File: src/rtl/pmem_arb_ctrl.sv
// Round-robin arbiter between an icache and a dcache for one physical memory port.
// A grant latches the request; the memory command is held until resp, error or timeout.
module pmem_arb_ctrl #(
    parameter int LINE_W  = 256,
    parameter int TIMEOUT = 255
) (
    input  logic              clk,
    input  logic              rst,
    input  logic              i_read,
    input  logic [31:0]       i_address,
    output logic              i_resp,
    output logic              i_error,
    input  logic              d_read,
    input  logic              d_write,
    input  logic [31:0]       d_address,
    input  logic [LINE_W-1:0] d_wdata,
    output logic              d_resp,
    output logic              d_error,
    output logic [LINE_W-1:0] cache_rdata,
    input  logic              pmem_resp,
    input  logic              pmem_error,
    input  logic [LINE_W-1:0] pmem_rdata,
    output logic              pmem_read,
    output logic              pmem_write,
    output logic [31:0]       pmem_address,
    output logic [LINE_W-1:0] pmem_wdata,
    output logic [1:0]        dbg_state
);

    // Handshake: a request is taken only while IDLE; the owner sees exactly one
    // resp pulse (with error on abort) in the cycle its transaction ends.
    typedef enum logic [1:0] {
        IDLE   = 2'd0,
        I_BUSY = 2'd1,
        D_BUSY = 2'd2
    } state_t;

    localparam logic [7:0] LAST_CNT = 8'(TIMEOUT - 1);

    state_t            state;
    logic              last_grant_d;
    logic [7:0]        busy_cnt;
    logic [31:0]       addr_q;
    logic [LINE_W-1:0] wdata_q;
    logic              pmem_read_q;
    logic              pmem_write_q;

    logic busy;
    logic timeout;
    logic done;
    logic err;
    logic i_req;
    logic d_req;
    logic grant_i;
    logic grant_d;

    always_comb begin
        busy    = (state != IDLE);
        // busy_cnt holds completed BUSY cycles, so this fires on the TIMEOUT-th one
        timeout = busy && (busy_cnt == LAST_CNT);
        done    = busy && (pmem_resp || pmem_error || timeout);
        err     = busy && (pmem_error || (timeout && !pmem_resp));
        i_req   = i_read;
        d_req   = d_read || d_write;
        grant_i = i_req && (!d_req || last_grant_d);
        grant_d = d_req && !grant_i;
    end

    always_comb begin
        i_resp       = done && (state == I_BUSY);
        i_error      = err  && (state == I_BUSY);
        d_resp       = done && (state == D_BUSY);
        d_error      = err  && (state == D_BUSY);
        cache_rdata  = pmem_rdata;
        pmem_read    = pmem_read_q;
        pmem_write   = pmem_write_q;
        pmem_address = addr_q;
        pmem_wdata   = wdata_q;
        dbg_state    = state;
    end

    always_ff @(posedge clk or posedge rst) begin
        if (rst) begin
            state        <= IDLE;
            last_grant_d <= 1'b1;
            busy_cnt     <= 8'd0;
            addr_q       <= 32'd0;
            wdata_q      <= '0;
            pmem_read_q  <= 1'b0;
            pmem_write_q <= 1'b0;
        end else begin
            unique case (state)
                IDLE: begin
                    if (grant_i) begin
                        state        <= I_BUSY;
                        last_grant_d <= 1'b0;
                        busy_cnt     <= 8'd0;
                        addr_q       <= i_address;
                        pmem_read_q  <= 1'b1;
                        pmem_write_q <= 1'b0;
                    end else if (grant_d) begin
                        // read and write together is a writeback
                        state        <= D_BUSY;
                        last_grant_d <= 1'b1;
                        busy_cnt     <= 8'd0;
                        addr_q       <= d_address;
                        wdata_q      <= d_wdata;
                        pmem_read_q  <= !d_write;
                        pmem_write_q <= d_write;
                    end
                end
                I_BUSY, D_BUSY: begin
                    if (done) begin
                        state        <= IDLE;
                        pmem_read_q  <= 1'b0;
                        pmem_write_q <= 1'b0;
                    end else begin
                        busy_cnt <= busy_cnt + 8'd1;
                    end
                end
                default: begin
                    state        <= IDLE;
                    pmem_read_q  <= 1'b0;
                    pmem_write_q <= 1'b0;
                end
            endcase
        end
    end

endmodule
File: config.mk
export PLATFORM = sky130hd
export DESIGN_NAME = pmem_arb_ctrl
export DESIGN_NICKNAME = d
export VERILOG_FILES = /design/src/rtl/pmem_arb_ctrl.sv
export SDC_FILE = /design/constraint.sdc
export NUM_CORES = 1
export LEC_CHECK = 0
export BUFFER_PORTS_ARGS = -buffer_cell sky130_fd_sc_hd__buf_2
export CAP_MARGIN = 30
export CELL_PAD_IN_SITES_DETAIL_PLACEMENT = 1
export CELL_PAD_IN_SITES_GLOBAL_PLACEMENT = 1
export CORE_AREA = 4 4 443 445
export DETAILED_ROUTE_END_ITERATION = 6
export DIE_AREA = 0 0 447 449
export GPL_TIMING_DRIVEN = 0
export PLACE_DENSITY = 0.39
export REMOVE_ABC_BUFFERS = 1
export SYNTH_ARGS = -nofsm -noshare
export SYNTH_HDL_FRONTEND = slang
export SYNTH_SLANG_ARGS = --single-unit
File: constraint.sdc
create_clock -name clk -period 10.8 [get_ports clk]
set_input_delay 2.16 -clock clk [delete_from_list [all_inputs] [get_ports clk]]
set_output_delay 2.16 -clock clk [all_outputs]
set_load 0.01 [all_outputs]
### Word level (Yosys, flattened, before mapping)

Cells that the tools add are included.

| word-level totals | value |
|---|---|
| word-level logic and storage cells | 62 |
| bits in registers | 301 |

| cells by class | value |
|---|---|
| add/subtract/negate cells | 1 |
| bitwise operators | 1 |
| multiplexer cells | 19 |
| reductions and logical operators | 28 |
| eq/ne operators | 6 |

Operators with widths:

| operator | count |
|---|---|
| 32-bit 2-to-1 mux | 2 |
| 8-bit 2-to-1 mux | 3 |
| 8-bit one-hot mux with 2 select lines | 1 |
| 1-bit logical AND | 10 |
| 8-bit by 1-bit adder with 8-bit output (second input constant) | 1 |
| 8-bit equality test (second input constant) | 1 |
| 1-bit 2-to-1 mux | 7 |
| 2-bit 2-to-1 mux | 3 |
| 3-bit AND reduction | 2 |
| 2-bit nonzero test | 3 |
| 1-bit logical OR | 5 |
| 1-bit zero test | 4 |
| 2-bit != test (second input constant) | 2 |
| 1-bit one-hot mux with 2 select lines | 2 |
| 2-bit one-hot mux with 2 select lines | 1 |
| 2-bit AND reduction | 2 |
| 3-bit != test (second input constant) | 1 |
| 2-bit by 1-bit equality test with 1-bit output (second input constant) | 1 |
| 2-bit equality test (second input constant) | 1 |
| 2-bit zero test | 1 |
| 2-bit OR reduction | 1 |
| 1-bit NOT | 1 |

### Logic depth before layout (Yosys ltp)

Gate-level depths: netlist of run 1.

| logic depth | value |
|---|---|
| word-level depth | 9 |
| gate-level depth with buffers | 8 |

### Least setup slack after synthesis of run 1

Ideal clock, no wire load.

| path | value |
|---|---|
| kind | input port to output port |
| from | input pmem_error |
| to | output d_resp |
| setup slack | 5.766 ns |
| data arrival time | 2.874 ns |
| stages | 4 |
| data required time | 8.640 ns |
| path through | nor2_1 > o22ai_1 > buf_4 > and2_1 |

| between the ends | value |
|---|---|
| word-level cells in the longest chain between the ends | 4 |

RTL lines:

| element | line | RTL |
|---|---|---|
| start: declaration | 21 | `input logic pmem_error,` |
| 1-bit logical OR (2 in series) | 61 | `done = busy && (pmem_resp \|\| pmem_error \|\| timeout);` |
| 1-bit logical AND | 61 |  |
| 1-bit logical AND | 72 | `d_resp = done && (state == D_BUSY);` |
| end: declaration | 17 | `output logic d_resp,` |

No other way between the ends.

### Final worst setup path of run 1

| path | value |
|---|---|
| from | input pmem_resp |
| to | output d_error |

| between the ends | value |
|---|---|
| word-level cells in the longest chain between the ends | 5 |

RTL lines:

| element | line | RTL |
|---|---|---|
| start: declaration | 20 | `input logic pmem_resp,` |
| 1-bit zero test | 62 | `err = busy && (pmem_error \|\| (timeout && !pmem_resp));` |
| 1-bit logical AND | 62 |  |
| 1-bit logical OR | 62 |  |
| 1-bit logical AND | 62 |  |
| 1-bit logical AND | 73 | `d_error = err && (state == D_BUSY);` |
| end: declaration | 18 | `output logic d_error,` |

No other way between the ends.

==> flow_summary.ini, run 1 <==
[run_status]
status = finished clean

[synthesis]
synth_edf_count = 0
ys_ff_latch = 301
ys_async_sr_fraction_pct = 100
yosysWarningCount = 0
syn_avg_cell_area_sq_um = 13.5
synth_area_sq_um = 13800
ys_seq_area_share_pct = 54.6
ys_types = 39
synth_flop_cell = dfrtp_1
syn_inst = 1022

[layout]
final_cell_mix = buf_2 (622), dfrtp_1 (300), mux2_2 (256), clkbuf_16 (46), o21ai_0 (38)
drive_above_1_share_pct = 67.8
syn_to_final_growth_pct = 43.0
instances_no_fill = 3992
mostFrequentLayoutCell = buf_2
nets = 1994

[clock_network]
root_buffer = clkbuf_16
clk_latency_ns = 0.66
cts_tree = done
postCtsSetupBuffers = 0
cts.path.max_buffers = 3
cts-hold-fix-buffers = 0
cts.sinks = 301
cts.clk_slew.worst_paths_ns = 0.06
htreeDepth = 2
cts-resized-gates = 0
numCtsBuffers = 46

[timing]
slew_violations = 0
tightestPinTransition_ns = 0.846
setup-violations-final = 0
fin_worst_skew_ns = 0.0350
setup_ws_ns = 5.59
slew-limit-headroom_pct = 43.4
hold-worst-slack_ns = 0.481
period_needed_ns = 5.21
period_share_pct = 48.2
fmax_mhz = 192
finalHoldViolCount = 0
grt_setup_unrepaired = false

[pwr]
ir_drop_mv = 0.126
power.density_nw_per_um2 = 325
p_total_uw = 6420
leakage_uw = 0.00851

[critical_path]
worstPathArrival_ns = 3.05
worstPathRequired_ns = 8.64
critPathMaxFanout = 2
end_kind = output pin
cp-start-kind = input port
crit_type = input port to output pin

[placed_design]
placed_cells = 3884
dp_slack_ns = 5.59
portBuffers = 622
dp_hpwl_um = 179000
gp_congestion = 0.994

[route]
wl_met3_um = 62000
first_pass_iters = 5
drc_errors = 0
wl_met2_um = 81800
viasPerCell = 2.89
wl_per_cell_um = 49.9
wl_met1_um = 46000
top_layer = met5
first_iter_violations = 890
vias = 11542
drtAntennaViolNets = 0
drt_wl_total_um = 199000

[floorplanning]
die_x_um = 447
dieArea_sq_um = 201000
rows = 161
io_pins = 1135
start_util_pct = 7.18
die_y_um = 449
core_sq_um = 192000

[grt]
grt_pass1_vias = 10705
globalRouteTotalUtil_pct = 19.3
antenna_found_initial = 126
overflow = 0
grt_first_pass_wirelength_um = 225000
grt_start_max_net_pins = 93

[hold_path]
hold_path.class = register to register

[run]
cap_violations = 0
[layer usage]
layer  global-route usage [%]  vias up
met5                     15.4        -
met3                     29.2      305
met4                     3.45       32
li1                         -     4022
met2                     27.9     1748
met1                     12.5     5435
[synth_stat cells (2+ instances only)]
| master | number | share of area, % |
|---|---|---|
| a21oi_1 | 5 | 0.18 |
| a22o_1 | 2 | 0.13 |
| and2_1 | 4 | 0.18 |
| buf_2 | 9 | 0.33 |
| buf_4 | 263 | 14 |
| buf_6 | 23 | 1.9 |
| clkbuf_1 | 3 | 0.082 |
| dfrtp_1 | 300 | 54 |
| ha_1 | 5 | 0.45 |
| inv_1 | 5 | 0.14 |
| mux2_2 | 256 | 21 |
| mux2i_1 | 32 | 2.3 |
| nand2_1 | 37 | 1.0 |
| nand3_1 | 5 | 0.18 |
| nor2_1 | 6 | 0.16 |
| o21ai_0 | 39 | 1.4 |
| o31ai_1 | 2 | 0.11 |
| or2_2 | 3 | 0.14 |
| or3_1 | 3 | 0.14 |
[flip-flops by register name, summed over array words and instances, names as in the netlist]
name / flops
busy_cnt: 8
dbg_state: 2
last_grant_d: 1
pmem_address: 32
pmem_read: 1
pmem_wdata: 256
pmem_write: 1
[kinds of logic (layout without fill, tap and decap cells)]
family          after synthesis  after routing  synth area share, %
buf+inv                     303            723                 16.7
flops                       301            301                 54.6
mux                         288            288                 23.2
simple gates                 67             67                 2.48
compound gates               58             58                 2.51
fa+ha+maj                     5              5                0.453
other cells                   0             24                    0
[critical path, cell delays in order]
cell and delay, ns:
buf_2 0.10, or3_1 0.36, a21oi_1 0.16, and2_1 0.14, buf_2 0.12
[through the flow]
stage,TNS (ns),cell area (sq um),utilization [%]
floorplan,0,11500,-
global placement,-2514.69,17800,9.25
detailed placement,0,18100,9.42
CTS,0,19700,10.2
global route,0,19700,10.2
finish,0,19700,10.3
[power breakdown]
group	switching, uW	leakage (uW)	internal, uW	total [uW]
clock	666	0.000765	956	1620
combinational	1710	0.00418	1080	2800
sequential	297	0.00356	1700	2000
total	2680	0.00851	3740	6420
[final timing paths]
path / slack (ns) / to / depth (start not counted) / start
min in group asynchronous: 1.51 / pmem_wdata[61]$_DFFE_PP0P_ / 2 / rst
worst max-delay path: 5.59 / d_error / 5 / pmem_resp
worst max register to register: 7.99 / pmem_wdata[150]$_DFFE_PP0P_ / 6 / dbg_state[1]$_DFFE_PP0P_
worst min-delay path: 0.48 / pmem_address[16]$_DFFE_PP0P_ / 2 / pmem_address[16]$_DFFE_PP0P_
max in group asynchronous: 7.46 / pmem_address[23]$_DFFE_PP0P_ / 5 / rst
worst min register to register: 0.48 / pmem_address[16]$_DFFE_PP0P_ / 2 / pmem_address[16]$_DFFE_PP0P_
[area by class of cell]
class | instances | area [sq um]
Multi-Input combinational cell | 418 | 3990
Clock inverter | 19 | 235
Antenna cell | 24 | 60.1
Inverter | 5 | 26.3
Fill cell | 22508 | 172000
Clock buffer | 65 | 1330
Tap cell | 2526 | 3160
Timing Repair Buffer | 634 | 3390
Sequential cell | 301 | 7530
Note: power is estimated with default switching activity, not from simulation.
==> inputs of run 2 (changes only) <==
- CORE_AREA: 4 4 443 445 -> 4 4 444 446
- DIE_AREA: 0 0 447 449 -> 0 0 448 450
- PLACE_DENSITY: 0.39 -> 0.38
- clock period: 10.8 -> 5.1 ns (I/O delays scaled with it)
==> run 2 against run 1 <==
Net effect: sequential cell count did not move; critical endpoint is now i_error; die area increased by 0.45%; non-clock buffer count is 1 higher; worst setup slack got worse by 4.5 ns; highest routed layer unchanged; final area about the same; global-route usage is 1.4 points lower; cell count down 0.45%; sequential power up 110%; worst hold slack got worse by 0.092 ns; clock-buffer cell count up 3.
==> flow_summary.ini, run 2 (synthesis gave the netlist of run 1 again) <==
[layout]
fillers = 22533
drive_above_1_share_pct = 67.7
final_util_pct = 10.2
largest_reg_flops = 256
instances_no_fill = 3974
final_cell_mix = buf_2 (622), dfrtp_1 (300), mux2_2 (256), clkbuf_16 (49), o21ai_0 (38)
mostFrequentLayoutCell = buf_2
syn_to_final_growth_pct = 43.0
nets = 1997

[timing]
slew-limit-headroom_pct = 35.7
period_share_pct = 78.2
finalHoldViolCount = 0
hold-worst-slack_ns = 0.390
period_needed_ns = 3.99
grt_setup_unrepaired = false
setup_ws_ns = 1.11
setup-violations-final = 0
slew_violations = 0
fin_worst_skew_ns = 0.0353
tightestPinTransition_ns = 0.961
fmax_mhz = 251

[pwr]
p_sw_uw = 5590
cell_internal_pwr_uw = 7990
leakage_uw = 0.00853
switching_share_pct = 41.2
clkPwrFrac_pct = 25.8
p_seq_share_pct = 31.3
ir_drop_mv = 0.411
power.density_nw_per_um2 = 688
power_frac_comb_pct = 42.9

[placed_design]
dp_hpwl_um = 165000
portBuffers = 622
dp_slack_ns = 1.39
placed_cells = 3885
gp_congestion = 0.999

[critical_path]
crit_buf_inv = 2
r2r-end = pmem_wdata[195]$_DFFE_PP0P_
critPathMaxFanout = 8
r2r_slack_ns = 2.01
crit_type = register to output pin
crit_family = simple AND/OR/NAND/NOR gates
cp-start-kind = register
ff2ff_path_depth = 7
crit_path_cell_trace = inv_1 > ha_1 > nand4b_1 > or3_1 > a21oi_1 > and2_1 > buf_2
worstPathRequired_ns = 4.08
end_kind = output pin
r2r_start = dbg_state[1]$_DFFE_PP0P_
cp_slowest_cell = dfrtp_1
worstPathArrival_ns = 2.97
critPathMaxStageDelay_ns = 0.41

[route]
first_iter_violations = 1009
first_pass_iters = 5
drc_errors = 0
drt_wl_total_um = 186000
viasPerCell = 2.88
vias = 11430
wl_per_cell_um = 46.8
drtAntennaViolNets = 0

[run_status]
status = finished clean

[grt]
globalRouteTotalUtil_pct = 17.8
grt_pass1_vias = 10774
grt_start_max_net_pins = 99
grt_first_pass_wirelength_um = 211000
antenna_found_initial = 48
overflow = 0

[floorplanning]
core_sq_um = 193000
start_util_pct = 7.16
die_x_um = 448
io_pins = 1135
dieArea_sq_um = 202000
rows = 161
die_y_um = 450

[clock_network]
postCtsSetupBuffers = 0
cts-resized-gates = 0
htreeDepth = 2
cts.sinks = 301
clk_latency_ns = 0.66
numCtsBuffers = 48
cts.clk_slew.worst_paths_ns = 0.06
cts-hold-fix-buffers = 0
cts.path.max_buffers = 3
cts_tree = done
root_buffer = clkbuf_16

[run]
cap_violations = 0

[hold_path]
hold_path.class = input port to asynchronous set/reset pin
run 2: cell count changes in the layout (fill, tap and decap cells not counted), sizes merged:
cell      delta
buf          +1
clkinv       -1
clkinvlp     -1
diode       -20
clkbuf       +3
run 2: area by class of cell:
class | count | area (sq um) | area share [%]
flip-flops and latches | 301 | 7530 | 38.2
multi-input cells | 418 | 3990 | 20.2
repair buffers | 635 | 3410 | 17.3
well taps | 2526 | 3160 | 16.0
clock buffers | 68 | 1380 | 6.98
clock inverters | 17 | 219 | 1.11
inverters | 5 | 26.3 | 0.133
diodes | 4 | 10.0 | 0.0507
run 2: power by group through the flow:
stage	clock, uW	combinational [uW]	sequential (uW)
CTS	3710	6240	4250
global route	3780	6290	4410
detailed placement	0	6230	4260
global placement	0	4810	3760
floorplan	0	2320	4760
finish	3500	5820	4250
run 2: how the worst max path moves through the flow:
| stage | cells after the start | from | end |
|---|---|---|---|
| after floorplan | 1 | rst | busy_cnt[0]$_DFFE_PP0P_ |
| after global placement | 2 | rst | pmem_wdata[118]$_DFFE_PP0P_ |
| after detailed placement | 8 | d_read | pmem_wdata[171]$_DFFE_PP0P_ |
| after CTS | 7 | dbg_state[1]$_DFFE_PP0P_ | i_error |
| after global routing | 7 | dbg_state[1]$_DFFE_PP0P_ | d_error |
| final | 7 | dbg_state[1]$_DFFE_PP0P_ | i_error |
run 2: worst register-to-register path, stage by stage, from the launching register on:
cell and delay (ns):
dfrtp_1 0.41, inv_1 0.09, ha_1 0.35, nand2_4 0.57
buf_16 0.36, buf_16 0.37, buf_16 0.34, mux2_2 0.45
run 2: metal layers:
metal  track usage, %  part of all wire, %
met5             14.5                  2.2
met4             3.63                  2.2
met3             27.7                   32
met2             25.2                   41
met1             11.4                   23
run 2: metrics by stage:
stage | power (uW) | area [sq um] | TNS, ns
final | 13600 | 19700 | 0
after global routing | 14500 | 19700 | 0
after CTS | 14200 | 19700 | 0
after detailed placement | 10500 | 18100 | 0
after global placement | 8560 | 17800 | -5390.14
after floorplan | 7080 | 11500 | -1865.58
==> inputs of run 3 (changes only) <==
- ABC_AREA: not set -> 1
- CORE_AREA: 4 4 444 446 -> 4 4 434 436
- DIE_AREA: 0 0 448 450 -> 0 0 438 440
- PLACE_DENSITY: 0.38 -> 0.4
- clock period: 5.1 -> 4 ns (I/O delays scaled with it)
==> run 3 against run 2 <==
Net effect: area after synthesis increased by 0.17%; clock-buffer cell count increased by 1; sequential power increased by 26%; via count increased by 21%; final area increased by 0.24%; synthesized cell count increased by 61%; non-clock buffer count increased by 5; die area decreased by 4.4%; critical path depth increased by 5; worst setup slack got worse by 0.38 ns; combinational power increased by 25%; sequential cell count unchanged.
==> flow_summary.ini, run 3 <==
[run_status]
status = finished clean

[placed_design]
portBuffers = 622
dp_hpwl_um = 147000
placed_cells = 4441
gp_congestion = 0.888
placed_cell_area_sq_um = 18200

[grt]
grt_first_pass_wirelength_um = 206000
antenna_found_initial = 33
grt_pass1_vias = 13435
globalRouteTotalUtil_pct = 17.5
overflow = 0
grt_start_max_net_pins = 111

[route]
first_iter_violations = 1120
drtAntennaViolNets = 0
drt_wl_total_um = 176000
wl_per_cell_um = 38.7
drc_errors = 0
first_pass_iters = 5
vias = 13867
viasPerCell = 3.05

[layout]
instances_no_fill = 4540
final_cell_mix = nand2_1 (849), buf_2 (622), dfrtp_1 (300), a21oi_1 (65), nor2_1 (55)
largest_reg_flops = 256
fillers = 22209
syn_to_final_growth_pct = 43.1
nets = 2597
mostFrequentLayoutCell = nand2_1
drive_above_1_share_pct = 35.4
stdcell_area_sq_um = 19800

[clock_network]
numCtsBuffers = 46
cts.path.max_buffers = 3
htreeDepth = 2
cts-hold-fix-buffers = 0
postCtsSetupBuffers = 0
root_buffer = clkbuf_16
cts.sinks = 301
cts-resized-gates = 0
cts_tree = done
cts.clk_slew.worst_paths_ns = 0.07
clk_latency_ns = 0.64

[synthesis]
synth_flop_cell = dfrtp_1
syn_avg_cell_area_sq_um = 8.40
ys_ff_latch = 301
ys_types = 23
yosysTopAreaCell = dfrtp_1
yosysWarningCount = 0
synth_area_sq_um = 13800
yosysMostFrequentCell = nand2_1
ys_seq_area_share_pct = 54.5
netlist.area_leader.share_pct = 54.3
netlist_top_cells_count = nand2_1 (849), dfrtp_1 (300), buf_4 (263)
ys_top_cells_by_area = dfrtp_1 (54%), nand2_1 (23%), buf_4 (14%)
synth_edf_count = 0
ys_async_sr_fraction_pct = 100
syn_inst = 1646

[critical_path]
r2r_slack_ns = 0.75
end_kind = register
crit_path_cell_trace = buf_2 > nor2_2 > o21ai_4 > buf_12 > inv_2 > buf_12 > nor2_4 > buf_12 > inv_8 > buf_16 > nand2_1 > nand2_1
worstPathRequired_ns = 4.50
cp-start-kind = input port
cp_slowest_cell = o21ai_4
critPathMaxStageDelay_ns = 0.52
worstPathArrival_ns = 3.76
critPathMaxFanout = 110
worst_path_most_repeated_cell = buf_12
crit_buf_inv = 7
crit_type = input port to register
crit_family = buffers and inverters

[pwr]
p_total_uw = 16900
leakage_uw = 0.00989
ir_drop_mv = 0.292
power.density_nw_per_um2 = 857

[floorplanning]
io_pins = 1135
die_x_um = 438
dieArea_sq_um = 193000
die_y_um = 440
rows = 158
start_util_pct = 7.48
core_sq_um = 185000

[timing]
period_needed_ns = 3.26
setup_tns_ns = 0
grt_setup_unrepaired = false
fin_worst_skew_ns = 0.0371
period_share_pct = 81.6
hold-worst-slack_ns = 0.150
tightestPinTransition_ns = 0.775
slew_violations = 0
setup-violations-final = 0
fmax_mhz = 306
slew-limit-headroom_pct = 48.3
finalHoldViolCount = 0

[hold_path]
hold_path.class = input port to asynchronous set/reset pin

[run]
cap_violations = 0
[run 3: changes by cell type after synthesis, moves of 7 or more]
cell     before  now
nand2_1      37  849
mux2_2      256    0
a21oi_1       5   65
nor2_1        6   55
buf_2         9   50
o21ai_0      39    6
mux2i_1      32    0
buf_6        23    0
inv_1         5   17
nand3_1       5   12
[run 3: path summary, 6_finish.rpt]
kind | start | to | cells past startpoint
max in group asynchronous | rst | pmem_wdata[225]$_DFFE_PP0P_ | 4
worst max register to register | last_grant_d$_DFFE_PP1P_ | pmem_wdata[115]$_DFFE_PP0P_ | 10
worst min-delay path | rst | pmem_wdata[167]$_DFFE_PP0P_ | 2
worst max-delay path | d_write | pmem_wdata[115]$_DFFE_PP0P_ | 12
worst min register to register | pmem_wdata[164]$_DFFE_PP0P_ | pmem_wdata[164]$_DFFE_PP0P_ | 2
min in group clk | d_wdata[64] | pmem_wdata[64]$_DFFE_PP0P_ | 3
[run 3: power breakdown]
| group | internal (uW) | switching, uW | leakage (uW) |
|---|---|---|---|
| Clock | 2520 | 1810 | 0.000756 |
| Combinational | 2190 | 5080 | 0.00546 |
| Sequential | 4530 | 813 | 0.00368 |
| Total | 9240 | 7710 | 0.00989 |
[run 3: metal layers]
metal	wire [um]	vias to the layer above	part of all wire, %	GRT usage (%)
met1	50900	6567	29	14.2
met5	4360	-	2.5	16.1
met2	65800	1582	37	22.8
met3	49200	183	28	24.2
met4	5360	38	3.1	4.66
li1	-	5497	-	-
[run 3: worst reg2reg max path: stages (launching register included)]
cell and delay [ns]:
dfstp_2 0.38, o21ai_4 0.54, buf_12 0.29, inv_2 0.12, buf_12 0.17, nor2_4 0.38
buf_12 0.24, inv_8 0.20, buf_16 0.24, nand2_1 0.48, nand2_1 0.06
[run 3: cell families after synthesis]
| group | Yosys count | synth area share [%] |
|---|---|---|
| AND/OR/NAND/NOR | 919 | 25.2 |
| buffers and inverters | 345 | 17.0 |
| AO/OA/AOI/OAI | 74 | 2.78 |
| flip-flops | 301 | 54.5 |
| adder cells (fa/ha/maj) | 5 | 0.453 |
| XOR/XNOR | 2 | 0.127 |
[run 3: through the flow]
step / utilization [%] / setup WS, ns
2_1_floorplan: - / -5.12
3_3_place_gp: 9.62 / -14.68
3_5_place_dp: 9.85 / 0.118
4_1_cts: 10.7 / 0.742
5_1_grt: 10.7 / 0.532
6_report: 10.7 / 0.737
[run 3: layout make-up]
cell class	count	area, sq um	area share, %
inverters	20	90.1	0.456
diodes	14	35.0	0.177
clock buffers	69	1380	6.97
well taps	2480	3100	15.7
flip-flops and latches	301	7530	38.1
repair buffers	640	3530	17.8
multi-input cells	1000	3940	19.9
clock inverters	16	168	0.848
